<file path="src/rtl/counter.sv">
// Free-running up-counter with a programmable terminal count and a one-cycle wrap strobe.
// Count and strobe are both registered, so downstream logic sees no combinational path from rst.
module counter #(
   parameter int unsigned     CNT_WIDTH = 5,
   parameter longint unsigned CNT_MAX   = (CNT_WIDTH >= 64) ? 64'hFFFF_FFFF_FFFF_FFFF
                                                             : ((64'd1 << CNT_WIDTH) - 64'd1),
   parameter longint unsigned RST_VAL   = 0
) (
   input  logic                 clk,
   input  logic                 rst,
   output logic [CNT_WIDTH-1:0] o_cnt,
   output logic                 o_wrap
);

   // Reject parameter sets that cannot be represented or would never reach the reset value.
   if (CNT_WIDTH < 1 || CNT_WIDTH > 64) begin : g_bad_width
      $fatal(1, "counter: CNT_WIDTH must be in 1..64");
   end
   if (CNT_WIDTH < 64 && (CNT_MAX >> CNT_WIDTH) != 0) begin : g_bad_max
      $fatal(1, "counter: CNT_MAX does not fit in CNT_WIDTH bits");
   end
   if (RST_VAL > CNT_MAX) begin : g_bad_rst
      $fatal(1, "counter: RST_VAL must not exceed CNT_MAX");
   end

   localparam logic [CNT_WIDTH-1:0] LP_MAX = CNT_MAX[CNT_WIDTH-1:0];
   localparam logic [CNT_WIDTH-1:0] LP_RST = RST_VAL[CNT_WIDTH-1:0];
   localparam logic                 LP_RST_WRAP = (LP_RST == LP_MAX);

   logic [CNT_WIDTH-1:0] r_cnt;
   logic                 r_wrap;
   logic                 w_at_max;
   logic [CNT_WIDTH-1:0] w_cnt_next;
   logic                 w_wrap_next;

   // The strobe is computed from the next count so it lands in the same cycle as o_cnt == CNT_MAX.
   assign w_at_max    = (r_cnt == LP_MAX);
   assign w_cnt_next  = w_at_max ? '0 : r_cnt + CNT_WIDTH'(1);
   assign w_wrap_next = (w_cnt_next == LP_MAX);

   always_ff @(posedge clk) begin
      if (rst) begin
         r_cnt  <= LP_RST;
         r_wrap <= LP_RST_WRAP;
      end else begin
         r_cnt  <= w_cnt_next;
         r_wrap <= w_wrap_next;
      end
   end

   assign o_cnt  = r_cnt;
   assign o_wrap = r_wrap;

endmodule

</file>
<file path="config.mk">
export PLATFORM = sky130hd
export DESIGN_NAME = counter
export DESIGN_NICKNAME = d
export VERILOG_FILES = /design/src/rtl/counter.sv
export SDC_FILE = /design/constraint.sdc
export NUM_CORES = 1
export LEC_CHECK = 0
export CAP_MARGIN = 20
export CORE_AREA = 2 2 39 41
export DETAILED_ROUTE_END_ITERATION = 12
export DIE_AREA = 0 0 41 43
export GPL_ROUTABILITY_DRIVEN = 0
export GPL_TIMING_DRIVEN = 0
export SYNTH_ARGS = -nofsm -noshare
export SYNTH_HDL_FRONTEND = slang
export SYNTH_SLANG_ARGS = --single-unit
</file>
<file path="constraint.sdc">
create_clock -name clk -period 3.4 [get_ports clk]
set_input_delay 0.51 -clock clk [delete_from_list [all_inputs] [get_ports clk]]
set_output_delay 0.51 -clock clk [all_outputs]
set_load 0.03 [all_outputs]
</file>
# Word-level counts from Yosys, hierarchy flattened

Cells that the tools add are included.

Input bits: 2
Flip-flop bits (word level): 6
Output and inout port bits: 6

Add/subtract/negate cells: 1
Eq/ne operators: 2
Multiplexer cells: 1

Operators with widths:

| cell                  | count |
|---|---|
| $eq A5 B5 Y1 const B  | 2 |
| $add A5 B1 Y5 const B | 1 |
| $mux W5               | 1 |

# Logic depth before layout (Yosys ltp)

Word-level depth: 3
Depth in mapped cells: 5

# Worst setup path after synthesis

Ideal clock, no wire load.

Path kind: register to register
Start: register r_cnt[0] (netlist: o_cnt[0])
End: register r_wrap (netlist: o_wrap)
Period minus slack after synthesis: 1.524 ns
Path slack: 1.876 ns
Cell stages (with the launch flop): 6
Data required time: 3.275 ns
Path buffers: 0
Library setup time: 0.125 ns
Data arrival time: 1.399 ns
Path through: dfxtp_1 > ha_1 > and3_1 > ha_1 > nor2b_1 > nor4b_2

Word-level cells in the longest chain between the ends: 3
Elaborated cells between the ends (all ways): 4
Classes of those cells: 1 x add/sub; 2 x eq/ne; 1 x mux

Ends and longest elaborated chain:

| what                                                 | RTL line | source |
|---|---|---|
| from (decl)                                          | 30       | `logic [CNT_WIDTH-1:0] r_cnt;` |
| from (signal assigned)                               | 46       | `r_cnt <= w_cnt_next;` |
| $add A5 B1 Y5 / $eq A5 B5 Y1 (equally long branches) | 38, 37   |  |
| $mux W5 *                                            | 38       | `assign w_cnt_next = w_at_max ? '0 : r_cnt + CNT_WIDTH'(1);` |
| named net w_cnt_next[4]                              | 33       | `logic [CNT_WIDTH-1:0] w_cnt_next;` |
| $eq A5 B5 Y1 *                                       | 39       | `assign w_wrap_next = (w_cnt_next == LP_MAX);` |
| to (signal assigned)                                 | 47       | `r_wrap <= w_wrap_next;` |
| to (decl)                                            | 31       | `logic r_wrap;` |

The timed path passes the listed nets; every way through them passes the cells marked *.
A chain may end at the register's enable or synchronous reset.

# Worst setup path in the final report

Start: register r_cnt[0] (netlist: o_cnt[0])
End: output o_cnt[0]

RTL lines:

| what      | RTL line | source |
|---|---|---|
| to (decl) | 11       | `output logic [CNT_WIDTH-1:0] o_cnt,` |

No word-level cell between the ends.

==> results by group <==
Critical path
  • Worst EP required: 2890 ps
  • Startpoint types: flop
  • CP max stage delay: 700 ps
  • RR Startpoint: o_cnt[0]
  • Crit end category: output port
  • CP Class: reg -> out
  • Cell Chain, Critical Path: clkdlybuf4s50_1
  • Worst path slowest cell: clkdlybuf4s50_1
  • CP delay by family, top: buffers and inverters
  • Crit path max fanout: 5
  • Setup crit start: o_cnt[0]
  • CP arrival: 1310 ps
  • WP buf/inv: 1

Final layout
  • Non-Filler Instances: 47
  • # nets final: 38
  • Commonest cells after routing, fill and taps aside: 7 x clkdlybuf4s50_1, 6 x dfxtp_1, 3 x nor3_1, 3 x ha_1, 3 x clkbuf_4
  • Fill cells: 154
  • Antenna Cells: 0
  • Most common cell after layout, fill and taps aside: clkdlybuf4s50_1
  • Area grow syn2layout: 47.6%
  • Ratio of cells with drive above 1 in the final layout: 12.9%

Detailed routing
  • Pre-Repair DR Iteration Count: 1
  • DRC viols: 0
  • Vias per inst: roughly 3.7
  • Initial DRC count: 0
  • DR vias: 175
  • Detailed Route WL: approximately 380 microns
  • Post-route ant nets: 0
  • Wire per inst: 8.00 microns

STA
  • Final hold vios: 0
  • Worst slew margin: approximately four fifths
  • RSZ-0062 raised after global routing: false
  • Pins Over Slew Limit: 0
  • Min cycle time layout: 1820 ps
  • Period Utilization, post-route: 53.6%
  • Setup TNS Final: 0 ps
  • Worst Hold Slack: 508 ps
  • Worst-margin pin slew: 308 ps
  • Maximum clock frequency: 549 MHz
  • Setup violators final: 0
  • Fin Clk Skew: between 1.5 and 2 ps

Floorplan
  • Core ar.: 0.00138 sq mm
  • Initial Util: 17.1%
  • IO Pins: 8
  • Die W: 41 microns
  • Die area: ~0.0018 sq mm
  • Rows: 14
  • Die height: 43 microns

Min path
  • Min-Delay Path Class: reg -> reg
  • Hold Startpoint: o_cnt[0]

Global routing
  • Vias in the first global route: 179
  • Antenna violations before repair: 0
  • Largest net degree at the start of global routing: 6
  • GRT Util Overall: 6.96%
  • Global-route wire length before repair: approximately 730 microns
  • Gr ovfl total: 0

Clock tree
  • Root Driver: clkbuf_4
  • CTS resizes: 0
  • Inserted Clock Buffers: 3
  • Post-CTS Hold Fix Bufs: 0
  • Post-CTS setup buffer count: 0
  • Clock Latency Late Sink: 240 ps
  • Max clock buf depth: 2
  • CTS H-tree depth: 1
  • Clock transition at the registers of the reported paths: 40 ps
  • CTS tree: done
  • CTS Sinks: 6

Run status
  • Outcome: complete, no violations

Placement
  • Detailed placement HPWL: around 300 microns
  • Port Buffers: 7
  • Post-Place Cells: 44

Logic synthesis
  • Mapped Cells: 21
  • Seq cells post-synth: 6
  • Mean Syn Cell Area: 11.3 sq um
  • Count of cell types in the netlist: 12
  • Mapped cell area: 236 sq um
  • Yosys synthesis warning count: 0
  • Sequential area share after synthesis: 50.8%
  • Syn nets: 26

Run
  • Max-cap violations: 0

Pwr
  • P_leak: about 0.14 nW
  • PwrDens: 459 mW/mm^2
  • Peak supply drop: 0.263 mV
## synth_stat cells
cell	count	area (sq um)
nor2b_1	1	6.26
nor2_1	1	3.75
nor3_1	3	15.0
inv_1	1	3.75
nor4b_2	1	15.0
nand3_1	1	5.00
nand2b_1	1	6.26
xnor2_1	1	8.76
dfxtp_1	6	120
xor2_1	1	8.76
ha_1	3	37.5
and3_1	1	6.26
## where the power goes
group / internal (mW) / leakage (nW) / switching (mW)
clock network: 0.0398 / 0.0138 / 0.0233
registers: 0.0738 / 0.0490 / 0.00335
logic: 0.00897 / 0.0779 / 0.0113
total: 0.122 / 0.141 / 0.0379
## worst paths after layout
kind | endpoint | slack (ps) | cells past startpoint
setup / recovery | o_cnt[0] | 1580 | 1
hold / removal | o_cnt[0] | 510 | 1
setup reg to reg | o_wrap | 1960 | 5
hold reg to reg | o_cnt[0] | 510 | 1
## kinds of logic (layout without fill, tap and decap cells)
logic type / after synthesis / in the layout / synth area share [%]
XOR/XNOR: 2 / 2 / 7.41
adder cells (fa/ha/maj): 3 / 3 / 15.9
buffers and inverters: 1 / 11 / 1.59
flip-flops: 6 / 6 / 50.8
AND/OR/NAND/NOR: 9 / 9 / 24.3
## flip-flops by register name, summed over array words and instances (netlist names)
name / flops
o_cnt: 5
o_wrap: 1
## area by class of cell
class	count	area, sq um	area share, %
Sequential cell	6	120	34.4
Multi-Input combinational cell	14	113	32.3
Timing Repair Buffer	7	70.1	20.1
Clock buffer	3	22.5	6.45
Tap cell	16	20.0	5.73
Inverter	1	3.75	1.08
## per-stage QoR
stage | instance area [sq um] | setup slack, ps | power [mW] | util [%]
5_1_grt | 349 | 1500 | 0.172 | 25.2
6_report | 349 | 1580 | 0.160 | 25.2
2_1_floorplan | 236 | 1880 | 0.0896 | -
3_5_place_dp | 327 | 1820 | 0.0989 | 23.6
4_1_cts | 349 | 1550 | 0.165 | 25.2
3_3_place_gp | 327 | 1810 | 0.0988 | 23.6
## layer usage
metal	global-route usage [%]	routed length (microns)	vias up
met2	7.81	175	7
met4	2.00	0	0
met5	0	0	-
met3	9.42	52	0
met1	7.49	148	74
li1	-	-	94
Power figures use the tool's default switching activity.
